$ cat config.mk
export PLATFORM = sky130hd
export DESIGN_NAME = ppm_tx_sequencer_flat
export DESIGN_NICKNAME = d
export VERILOG_FILES = /design/src/rtl/ppm_pkg.sv /design/src/rtl/ppm_tx_sequencer_if.sv /design/src/rtl/ppm_frame_ram.sv /design/src/rtl/ppm_tx_sequencer.sv /design/src/flat_wrapper.sv
export SDC_FILE = /design/constraint.sdc
export NUM_CORES = 1
export LEC_CHECK = 0
export ABC_AREA = 0
export BUFFER_PORTS_ARGS = -buffer_cell sky130_fd_sc_hd__buf_2
export CORE_MARGIN = 5
export CORE_UTILIZATION = 40
export DETAILED_ROUTE_END_ITERATION = 6
export SLEW_MARGIN = 20
export SYNTH_ARGS = -nofsm -noshare
export SYNTH_HDL_FRONTEND = slang
export SYNTH_SLANG_ARGS = --single-unit
$ cat constraint.sdc
create_clock -name clk -period 3.6 [get_ports clk]
set_input_delay 0.72 -clock clk [delete_from_list [all_inputs] [get_ports clk]]
set_output_delay 0.72 -clock clk [all_outputs]
set_load 0.1 [all_outputs]
$ cat src/rtl/ppm_pkg.sv
// Shared types and constants for the PPM transmit path.
package ppm_pkg;

  typedef enum logic [2:0] {
    IDLE,
    USER_DATA,
    WAIT_START,
    SEND_SOF,
    SEND_DATA,
    SEND_EOF
  } state_t;

  localparam logic [7:0] SOF_CODE      = 8'h7E;
  localparam logic [7:0] EOF_CODE      = 8'h81;
  localparam int         PPM_MAX_BYTES = 16;

endpackage

$ cat src/rtl/ppm_tx_sequencer_if.sv
// Byte-level strobe/done handshake between the frame sequencer and the 2-bit-symbol shifter.
interface ppm_tx_sequencer_if;

  logic [7:0] shift_data;
  logic       shift_strobe;
  logic       shift_done;

  modport master (output shift_data, output shift_strobe, input shift_done);
  modport slave  (input shift_data, input shift_strobe, output shift_done);

endinterface

$ cat src/rtl/ppm_frame_ram.sv
// Payload buffer: synchronous write, combinational read.
module ppm_frame_ram #(
  parameter int DEPTH = 16
) (
  input  logic       clk,
  input  logic       we,
  input  logic [3:0] waddr,
  input  logic [7:0] wdata,
  input  logic [3:0] raddr,
  output logic [7:0] rdata
);

  logic [7:0] mem [DEPTH];

  always_ff @(posedge clk) begin
    if (we) mem[waddr] <= wdata;
  end

  assign rdata = mem[raddr];

endmodule

$ cat src/rtl/ppm_tx_sequencer.sv
// Frame controller: buffers a 1-16 byte user frame, then feeds the shifter SOF, payload, EOF
// one byte per strobe/done handshake.
module ppm_tx_sequencer
  import ppm_pkg::*;
#(
  parameter int DEPTH = PPM_MAX_BYTES
) (
  input  logic                       clk,
  input  logic                       rst_n,
  input  logic                       Le,
  input  logic [3:0]                 N,
  input  logic [7:0]                 Din,
  input  logic                       start_trans,
  output logic                       user_recv_done,
  output logic                       busy,
  output logic                       frame_done,
  ppm_tx_sequencer_if.master         shf
);

  state_t      state, state_n;
  logic [4:0]  wr_cnt, wr_cnt_n;
  logic [3:0]  rd_ptr, rd_ptr_n;
  logic [3:0]  n_lat, n_lat_n;
  logic        wait_done, wait_done_n;
  logic        strobe_q, strobe_n;
  logic [7:0]  data_q, data_n;
  logic        recv_n, busy_n, fd_n;
  logic        we;
  logic [3:0]  waddr, raddr;
  logic [7:0]  rdata;
  logic        done_ok;

  // A done only counts once a strobe is outstanding and never in the strobe cycle itself.
  assign done_ok = wait_done && !strobe_q && shf.shift_done;

  // Look ahead one byte so the next payload strobe can follow the done by a single cycle.
  assign raddr = (state == SEND_DATA && done_ok) ? rd_ptr + 4'd1 : rd_ptr;

  ppm_frame_ram #(.DEPTH(DEPTH)) u_ram (
    .clk   (clk),
    .we    (we),
    .waddr (waddr),
    .wdata (Din),
    .raddr (raddr),
    .rdata (rdata)
  );

  always_ff @(posedge clk or negedge rst_n) begin
    if (!rst_n) begin
      state          <= IDLE;
      wr_cnt         <= '0;
      rd_ptr         <= '0;
      n_lat          <= '0;
      wait_done      <= 1'b0;
      strobe_q       <= 1'b0;
      data_q         <= '0;
      user_recv_done <= 1'b0;
      busy           <= 1'b0;
      frame_done     <= 1'b0;
    end else begin
      state          <= state_n;
      wr_cnt         <= wr_cnt_n;
      rd_ptr         <= rd_ptr_n;
      n_lat          <= n_lat_n;
      wait_done      <= wait_done_n;
      strobe_q       <= strobe_n;
      data_q         <= data_n;
      user_recv_done <= recv_n;
      busy           <= busy_n;
      frame_done     <= fd_n;
    end
  end

  always_comb begin
    state_n     = state;
    wr_cnt_n    = wr_cnt;
    rd_ptr_n    = rd_ptr;
    n_lat_n     = n_lat;
    wait_done_n = wait_done;
    strobe_n    = 1'b0;
    data_n      = data_q;
    recv_n      = 1'b0;
    busy_n      = busy;
    fd_n        = 1'b0;
    we          = 1'b0;
    waddr       = wr_cnt[3:0];

    case (state)
      IDLE: begin
        if (Le) begin
          we       = 1'b1;
          waddr    = 4'd0;
          wr_cnt_n = 5'd1;
          rd_ptr_n = 4'd0;
          n_lat_n  = N;
          busy_n   = 1'b1;
          if (N == 4'd0) begin
            state_n = WAIT_START;
            recv_n  = 1'b1;
          end else begin
            state_n = USER_DATA;
          end
        end
      end
      USER_DATA: begin
        if (Le) begin
          we       = 1'b1;
          wr_cnt_n = wr_cnt + 5'd1;
          if (wr_cnt == {1'b0, n_lat}) begin
            state_n = WAIT_START;
            recv_n  = 1'b1;
          end
        end
      end
      WAIT_START: begin
        if (start_trans) begin
          state_n     = SEND_SOF;
          strobe_n    = 1'b1;
          data_n      = SOF_CODE;
          wait_done_n = 1'b1;
          rd_ptr_n    = 4'd0;
        end
      end
      SEND_SOF: begin
        if (done_ok) begin
          state_n  = SEND_DATA;
          strobe_n = 1'b1;
          data_n   = rdata;
        end
      end
      SEND_DATA: begin
        if (done_ok) begin
          strobe_n = 1'b1;
          if (rd_ptr == n_lat) begin
            state_n = SEND_EOF;
            data_n  = EOF_CODE;
          end else begin
            rd_ptr_n = rd_ptr + 4'd1;
            data_n   = rdata;
          end
        end
      end
      SEND_EOF: begin
        if (done_ok) begin
          state_n     = IDLE;
          fd_n        = 1'b1;
          busy_n      = 1'b0;
          wait_done_n = 1'b0;
          wr_cnt_n    = '0;
          rd_ptr_n    = '0;
        end
      end
      default: state_n = IDLE;
    endcase
  end

  assign shf.shift_strobe = strobe_q;
  assign shf.shift_data   = data_q;

endmodule
$ cat src/flat_wrapper.sv
// flat-port wrapper written by rule: the top's interface ports become plain ports
module ppm_tx_sequencer_flat import ppm_pkg::*;
#(
  parameter int DEPTH = PPM_MAX_BYTES
)
  (clk, rst_n, Le, N, Din, start_trans, user_recv_done, busy, frame_done, shf_shift_data, shf_shift_strobe, shf_shift_done);
  ppm_tx_sequencer_if shf_i ();
  input  logic clk;
  input  logic rst_n;
  input  logic Le;
  input  logic [3:0] N;
  input  logic [7:0] Din;
  input  logic start_trans;
  output logic user_recv_done;
  output logic busy;
  output logic frame_done;
  output wire logic [$bits(shf_i.shift_data)-1:0] shf_shift_data;
  output wire logic [$bits(shf_i.shift_strobe)-1:0] shf_shift_strobe;
  input wire logic [$bits(shf_i.shift_done)-1:0] shf_shift_done;
  assign shf_shift_data = shf_i.shift_data;
  assign shf_shift_strobe = shf_i.shift_strobe;
  assign shf_i.shift_done = shf_shift_done;
  ppm_tx_sequencer #(.DEPTH(DEPTH)) u_core (.clk(clk), .rst_n(rst_n), .Le(Le), .N(N), .Din(Din), .start_trans(start_trans), .user_recv_done(user_recv_done), .busy(busy), .frame_done(frame_done), .shf(shf_i));
endmodule
==> summary.txt, run 1 <==
Run status
  • Status: finished, final reports clean

Clock network
  • Max clock buf depth: 2
  • Clk root buf: clkbuf_16
  • Cts repair resizes: 0
  • Postcts setup bufs: 0
  • Skew-Pair Late Insertion Delay: 0.43 ns
  • H-Tree Depth: 4
  • Clk slew on worst S/H paths: 0.06 ns
  • CTS Buf Count: 17
  • CTS tree: done
  • CTS sink cnt: 157
  • Cts hold-fix bufs: 0

Critical path
  • Critical Path Fanout Max: 28
  • Top Family by Delay on Critical Path: simple AND/OR/NAND/NOR gates
  • CP required: 3.94 ns
  • CP Buf/Inv Count: 1
  • Crit-path cells: or3b_1 -> nor2_8 -> buf_4 -> o221ai_1 -> a222oi_1 -> a31oi_1 -> a211oi_1
  • Critical path class: reg2reg
  • Crit. End Element: flop
  • Critical R2R Launch: u_core.state[1]
  • Slowest cell on the critical path: or3b_1
  • Critical path arrival: 3.44 ns
  • Critical Path Source Type: flop
  • CP peak stage delay: 0.69 ns
  • Crit. Startpoint: u_core.state[1]

Placed design
  • Post-DP HPWL: 15900 µm
  • RD Place Congestion: 0.997
  • Cells after DPL: 890
  • I/O Buffers: 28

Floorplan
  • Std-Cell Rows: 51
  • Die width: 151 µm
  • Total Die Area: 0.0228 mm²
  • Core area: 0.0195 mm²
  • I/O Pins: 29
  • Initial Util: 40.7%
  • Die Ht: 151 µm

Finish
  • Ant diodes: 0
  • P&R area growth vs syn: 12.8%
  • Fillers: 1751
  • Final #Nets: 663
  • Layout cell share with drive strength beyond 1: 21.9%
  • Fin cells: 922

Drt
  • DRC viols: 0
  • TritonRoute pass-1 iters: 6
  • Starting DRT DRC Count: 666
  • Routed vias: 5582
  • Total wire length: 23000 µm
  • Vias per cell: 6.05
  • Drt wl/cell: 24.9 µm
  • Post-DRT Antenna Nets: 0

Timing
  • Worst slew pin tran: 0.954 ns
  • Period utilization: 86.3%
  • Slew margin rel.: 36.4%
  • Fin. Hold Viols: 0
  • Fmax: 322 MHz
  • Setup-failing EPs final: 0
  • Clk_skew: 0.00834 ns
  • Tmin final: 3.11 ns
  • RSZ-0062 raised after global routing: false
  • Max-slew violation count: 0
  • Hold slack: 0.341 ns
  • Setup TNS: 0 ns

Global routing
  • Vias in the first global route: 5587
  • GRT Residual Overflow: 0
  • Gr usage total: 21.0%
  • Largest net degree at the start of global routing: 54
  • Initial antenna violation count: 0
  • First-pass GRT wire length: 34600 µm

Logic synthesis
  • EDFF count, synth: 128
  • Synth top area cells: edfxtp_1 48%, dfrtp_1 9.1%, mux4_2 7.7%
  • Synth Flop Type: edfxtp_1
  • Asr flop ratio synth: 18.5%
  • Netlist cell types: 67
  • Synthesis Warnings: 0
  • FF+latch count, synth: 157
  • Cells after synthesis: 617
  • Avg Cell Area, Syn: 12.9 µm²
  • Top-count cell post-synth: edfxtp_1
  • Syn nets: 636
  • Mapped Area: 0.00795 mm²
  • Register area share after synthesis: 57.5%
  • Largest area contributor in the netlist: edfxtp_1
  • Post-synth top area share: 48.4%
  • Most frequent cells after synthesis: 128 x edfxtp_1, 47 x nor2_1, 43 x nand2_1

Run
  • Max Cap Violations: 0

Pwr
  • Pleak: 0.00297 µW
  • Power Total: 5620 µW
  • Peak VDD IR: 0.000329 V
  • PD cells: 627 mW/mm²

Min path
  • Worst Hold Class: in2async
[layout by cell type (no fill, tap or decap), types with 4 or more instances in the layout]
| cell | n |
|---|---|
| nor2_1 | 47 |
| a31oi_1 | 8 |
| nand3b_1 | 4 |
| nor3_1 | 4 |
| o22ai_1 | 6 |
| nand2b_1 | 9 |
| a211oi_1 | 11 |
| clkbuf_16 | 17 |
| inv_1 | 13 |
| mux2i_1 | 33 |
| a221oi_1 | 6 |
| xnor2_1 | 4 |
| o21ai_0 | 34 |
| dfrtp_1 | 27 |
| buf_4 | 27 |
| nor2b_1 | 14 |
| o211ai_1 | 8 |
| xor2_1 | 8 |
| nand3_1 | 6 |
| buf_2 | 28 |
| mux4_2 | 27 |
| nand4_1 | 6 |
| o31ai_1 | 4 |
| a21oi_1 | 23 |
| edfxtp_1 | 128 |
| nand2_1 | 43 |
| mux2_2 | 20 |
| o32ai_1 | 4 |
| or2_2 | 4 |
| o221ai_1 | 13 |
| inv_6 | 4 |
[per-stage QoR]
step / setup slack (ns) / area, µm² / utilization, %
after floorplan: 0.937 / 7950 / -
after global placement: 0.382 / 8400 / 43.0
after detailed placement: 0.371 / 8400 / 43.0
after CTS: 0.485 / 8960 / 45.9
after global routing: 0.316 / 8960 / 45.9
final: 0.495 / 8960 / 45.9
[final timing paths]
path,end,slack [ns],depth (start not counted)
worst max-delay path,u_core.shf.shift_data[4],0.49,7
worst min-delay path,u_core.user_recv_done,0.34,1
worst max register to register,u_core.shf.shift_data[4],0.49,7
worst min register to register,u_core.busy,0.51,2
max in group asynchronous,u_core.rd_ptr[1],2.74,1
min in group clk,u_core.busy,0.51,2
[logic make-up after synthesis]
group                      share of synthesized area [%]
and+or+nand+nor                                     9.70
AOI/OAI and AO/OA                                   12.9
DFF                                                 57.5
adders and majority gates                          0.315
muxes                                               14.8
buffers and inverters                               3.43
xor gates and xnor gates                            1.32
[registers in the layout (all words and copies together) (netlist names)]
register and cells:
u_core.u_ram.mem 128, u_core.shf.shift_data 8, u_core.wr_cnt 5, u_core.n_lat 4, u_core.rd_ptr 4, u_core.state 3
u_core.busy 1, u_core.frame_done 1, u_core.shf.shift_strobe 1, u_core.user_recv_done 1, u_core.wait_done 1
[final cells by class]
type                       count  area, µm²  share of cell area, %
sequential                   157       4570                   51.0
multi-input combinational    400       3110                   34.7
clock buffer                  18        429                   4.79
timing repair buffer          55        343                   3.83
tap                          265        332                   3.70
clock inverter                14        133                   1.48
inverter                      13       48.8                  0.544
[report_power, final]
part | internal, µW | total [µW] | leakage [µW] | switching, µW
combinational | 519 | 1610 | 0.00120 | 1090
clock | 962 | 1730 | 0.000265 | 764
sequential | 2120 | 2290 | 0.00150 | 173
[layer usage]
metal	share of wire [%]	vias to the layer above	wire length (µm)	global-route usage, %
met2	47	234	10700	32.7
met4	3.0	0	698	8.30
met1	42	2821	9630	28.0
met5	0	-	0	0
met3	8.3	56	1910	6.04
li1	-	2471	-	-
[worst register-to-register path: cells and delay by family, from the launching register on]
family	cells	cell delay, ns
compound gates	4	1.01
buf+inv	1	0.28
flops	1	0.56
simple gates	2	1.17
Power figures use the tool's default switching activity.
==> run 2, diff against run 1 <==
Settings changed: CELL_PAD_IN_SITES_DETAIL_PLACEMENT set to 0, CELL_PAD_IN_SITES_GLOBAL_PLACEMENT set to 1, MAX_ROUTING_LAYER set to met4, PLACE_DENSITY_LB_ADDON set to 0.1.
==> run 2 against run 1 <==
  * Hold slack lost 0.00092 ns
  * Clock skew up 0.0039 ns
  * Critical path type unchanged
  * Utilization rose by 0.60 points
  * Die area did not move
  * Cell count rose by 0.87%
  * Via count fell by 1.4%
  * Wire length decreased by 0.37%
  * Fmax is 3.4% higher
  * Highest routed layer unchanged
  * Flip-flop and latch count stayed put
  * Clock power up 5%
==> summary.txt, run 2 (synthesized netlist as in run 1, its figures left out) <==
Run status
  • Status: finished, final reports clean

Timing
  • Clk_skew: 0.0122 ns
  • Worst slew pin tran: 0.856 ns
  • Fin. Hold Viols: 0
  • Setup-failing EPs final: 0
  • Fmax: 333 MHz
  • Period utilization: 83.4%
  • Setup TNS: 0 ns
  • Hold slack: 0.340 ns
  • Slew margin rel.: 42.6%
  • Max-slew violation count: 0
  • Tmin final: 3.00 ns
  • RSZ-0062 raised after global routing: false

Floorplan
  • Initial Util: 40.7%
  • I/O Pins: 29
  • Total Die Area: 0.0228 mm²
  • Die Ht: 151 µm
  • Std-Cell Rows: 51
  • Die width: 151 µm
  • Core area: 0.0195 mm²

Finish
  • Max reg flops: 128
  • Fillers: 1799
  • Most frequent cells in the layout: 128 x edfxtp_1, 47 x nor2_1, 43 x nand2_1
  • Final core occ: 46.5%
  • Final #Nets: 671
  • P&R area growth vs syn: 14.3%
  • Ant diodes: 0
  • Most flops, register: u_core.u_ram.mem
  • Fin cells: 930
  • Commonest non-fill, non-tap cell in the layout: edfxtp_1
  • Register area: 0.00457 mm²
  • Layout cell share with drive strength beyond 1: 23.3%
  • Footprint of the multi-input gates: 0.00311 mm²

Drt
  • Vias per cell: 5.92
  • DRC viols: 0
  • Post-DRT Antenna Nets: 0
  • Routed vias: 5505
  • Starting DRT DRC Count: 472
  • TritonRoute pass-1 iters: 5
  • Total wire length: 22900 µm
  • Drt wl/cell: 24.6 µm

Placed design
  • RD Place Congestion: 0.884
  • Post-DP HPWL: 15600 µm
  • I/O Buffers: 28
  • Cells after DPL: 898

Clock network
  • Cts repair resizes: 0
  • Skew-Pair Late Insertion Delay: 0.44 ns
  • Clk root buf: clkbuf_16
  • CTS sink cnt: 157
  • Postcts setup bufs: 0
  • H-Tree Depth: 4
  • CTS tree: done
  • CTS Buf Count: 17
  • Clk slew on worst S/H paths: 0.07 ns
  • Max clock buf depth: 2
  • Cts hold-fix bufs: 0

Global routing
  • Vias in the first global route: 5494
  • Gr usage total: 21.8%
  • First-pass GRT wire length: 35100 µm
  • Initial antenna violation count: 0
  • Largest net degree at the start of global routing: 51
  • GRT Residual Overflow: 0

Run
  • Max Cap Violations: 0

Pwr
  • PD cells: 629 mW/mm²
  • Power Total: 5710 µW
  • Pleak: 0.00304 µW
  • Peak VDD IR: 0.000341 V

Critical path
  • Critical path class: reg2reg
  • Critical path arrival: 3.33 ns
  • Critical Path Source Type: flop
  • Critical Path Fanout Max: 30
  • Crit. End Element: flop
  • Critical R2R Launch: u_core.state[2]
  • CP required: 3.93 ns
  • Crit. Startpoint: u_core.state[2]

Min path
  • Worst Hold Class: in2async
## run 2: cell count changes in the layout (fill, tap and decap cells not counted), sizes merged
cell,delta
buf,+8
clkbuf,-1
clkinv,+1
clkinvlp,-1
inv,+1
## run 2: area by class of cell
type,instances,area share [%]
clock buffer,17,4.69
clock inverter,15,1.97
inverter,13,0.537
multi-input combinational,400,34.2
sequential,157,50.4
tap,265,3.65
timing repair buffer,63,4.57
## run 2: metrics by stage
stage / cell area (µm²) / worst slack, ns
floorplan: 7950 / 0.937
global placement: 8480 / 0.666
detailed placement: 8480 / 0.611
CTS: 9080 / 0.587
global route: 9080 / 0.357
finish: 9080 / 0.597
## run 2: metal layers
metal	up-vias	part of all wire (%)	track usage, %
li1	2490	-	-
met1	2794	48	31.9
met2	189	46	31.9
met3	32	5.3	3.47
met4	0	1.4	5.71
met5	-	0	-
## run 2: power by group
part / internal [µW] / switching (µW)
clock: 991 / 825
combinational: 537 / 1090
sequential: 2120 / 155
total: 3650 / 2070
## run 2: worst paths after layout
path / endpoint / slack (ns) / cells past startpoint
max: u_core.shf.shift_data[3] / 0.60 / 5
min: u_core.wr_cnt[2] / 0.34 / 1
max reg2reg: u_core.shf.shift_data[3] / 0.60 / 5
min in group clk: u_core.n_lat[2] / 0.53 / 2
min reg2reg: u_core.busy / 0.53 / 2
max in group asynchronous: u_core.rd_ptr[0] / 2.69 / 1
## run 2: worst max-delay path: stages (launching register included)
cell and delay (ns):
dfrtp_1 0.62, or3b_1 0.65, nor2_8 0.49, mux4_2 0.57, a311o_1 0.29, a221oi_1 0.26
==> run 3, diff against run 2 <==
Clock period 3.6 ns to 2.9 ns, I/O delays scaled along.
==> run 3 against run 2 <==
  * Flip-flop and latch count unchanged
  * Via count up 1.4%
  * Utilization up 0.32 points
  * Power up 23%
  * Highest routed layer unchanged
  * Worst setup slack worse by 0.42 ns
  * Critical endpoint is now u_core.shf.shift_data[2]
  * Count of clock-buffer cells in the layout unchanged
  * Clock power up 19%
  * Critical path depth up 3
==> summary.txt, run 3 (synthesized netlist as in run 1, its figures left out) <==
Run status
  • Status: finished, final reports clean

Clock network
  • Postcts setup bufs: 0
  • H-Tree Depth: 4
  • CTS Buf Count: 17
  • CTS sink cnt: 157
  • CTS tree: done
  • Clk slew on worst S/H paths: 0.07 ns
  • Skew-Pair Late Insertion Delay: 0.43 ns
  • Cts repair resizes: 0
  • Clk root buf: clkbuf_16
  • Max clock buf depth: 2
  • Cts hold-fix bufs: 0

Timing
  • Worst slew pin tran: 0.735 ns
  • Slew margin rel.: 51.0%
  • Clk_skew: 0.0110 ns
  • Setup TNS: 0 ns
  • Fin. Hold Viols: 0
  • Max-slew violation count: 0
  • Fmax: 367 MHz
  • Setup-failing EPs final: 0
  • Tmin final: 2.73 ns
  • Period utilization: 94.0%
  • Setup ws final: 0.174 ns
  • Hold slack: 0.207 ns
  • RSZ-0062 raised after global routing: false

Drt
  • Routed vias: 5581
  • DRC viols: 0
  • Drt wl/cell: 25.0 µm
  • Met3 WL: 1130 µm
  • Total wire length: 23500 µm
  • Vias per cell: 5.93
  • DR top layer: met4
  • Post-DRT Antenna Nets: 0
  • Starting DRT DRC Count: 666
  • Wl on met1: 11000 µm
  • Metal2 WL: 10800 µm
  • TritonRoute pass-1 iters: 7

Critical path
  • Critical path class: reg2reg
  • CP required: 3.17 ns
  • Critical path arrival: 2.99 ns
  • FF-to-FF setup slack: 0.17 ns
  • Critical Path Source Type: flop
  • Crit. End Element: flop
  • Critical Path Fanout Max: 45

Finish
  • Max reg flops: 128
  • Register area: 0.00457 mm²
  • Fillers: 1802
  • Ant diodes: 0
  • Design area: 0.00914 mm²
  • Fin cells: 941
  • Layout cell share with drive strength beyond 1: 24.6%
  • Most flops, register: u_core.u_ram.mem
  • Final #Nets: 682
  • Commonest non-fill, non-tap cell in the layout: edfxtp_1
  • P&R area growth vs syn: 15.1%
  • Most frequent cells in the layout: 128 x edfxtp_1, 47 x nor2_1, 44 x buf_4
  • Footprint of the multi-input gates: 0.00311 mm²

Placed design
  • Post-DP HPWL: 16600 µm
  • Place WS: 0.191 ns
  • I/O Buffers: 28
  • Cells after DPL: 909
  • DP Area: 0.00857 mm²
  • RD Place Congestion: 0.864

Pwr
  • Internal: 4470 µW
  • Pleak: 0.00308 µW
  • Peak VDD IR: 0.000408 V
  • Sw frac: 36.5%
  • Clock power frac: 30.8%
  • PD cells: 770 mW/mm²
  • Net Sw Power: 2570 µW
  • Share of power burned in registers: 39.7%
  • Logic pwr share: 29.4%

Global routing
  • GRT Residual Overflow: 0
  • First-pass GRT wire length: 36000 µm
  • Initial antenna violation count: 0
  • Vias in the first global route: 5597
  • Gr usage total: 22.4%
  • Largest net degree at the start of global routing: 46

Run
  • Max Cap Violations: 0

Floorplan
  • Die Ht: 151 µm
  • I/O Pins: 29
  • Die width: 151 µm
  • Total Die Area: 0.0228 mm²
  • Initial Util: 40.7%
  • Std-Cell Rows: 51
  • Core area: 0.0195 mm²

Min path
  • Worst Hold Class: in2async
-- run 3: cell count changes in the layout (fill, tap and decap cells not counted), sizes merged --
cell	change
bufinv	-1
clkinv	-2
inv	+3
buf	+11
-- run 3: path summary, 6_finish.rpt --
| check | end | depth (start not counted) | startpoint |
|---|---|---|---|
| setup reg to reg | u_core.shf.shift_data[2] | 8 | u_core.rd_ptr[0] |
| hold / removal | u_core.n_lat[2] | 1 | rst_n |
| min in group clk | u_core.n_lat[2] | 2 | N[2] |
| hold reg to reg | u_core.busy | 2 | u_core.busy |
| max in group asynchronous | u_core.rd_ptr[0] | 1 | rst_n |
| setup / recovery | u_core.shf.shift_data[2] | 8 | u_core.rd_ptr[0] |
-- run 3: stage by stage --
stage / total power [µW] / util, %
6_report: 7040 / 46.8
5_1_grt: 7380 / 46.8
4_1_cts: 7090 / 46.8
3_5_place_dp: 4920 / 43.9
3_3_place_gp: 4910 / 43.9
2_1_floorplan: 4300 / -
-- run 3: critical path: stages (launching register included) --
cell and delay, ns:
dfrtp_4 0.43, buf_12 0.25, nand3_1 0.31, buf_4 0.28
and2_1 0.19, nor2_1 0.36, o32ai_1 0.15, a221oi_1 0.44
a221oi_1 0.14
-- run 3: cell type report --
type | instances | share of cell area [%]
clock buffer | 17 | 4.65
clock inverter | 15 | 1.60
inverter | 13 | 0.534
multi-input combinational | 400 | 34.0
sequential | 157 | 50.0
tap | 265 | 3.63
timing repair buffer | 74 | 5.58
-- run 3: layer usage --
| layer | track usage (%) | vias to the layer above |
|---|---|---|
| met4 | 7.03 | 0 |
| met2 | 32.6 | 164 |
| met3 | 4.22 | 26 |
| met5 | - | - |
| met1 | 32.0 | 2879 |
| li1 | - | 2512 |
-- run 3: power by group through the flow --
stage	clock network [µW]	logic, µW	registers, µW
detailed placement	0	2070	2840
global placement	0	2080	2840
global route	2310	2250	2810
floorplan	0	1150	3150
CTS	2210	2080	2800
finish	2170	2070	2790
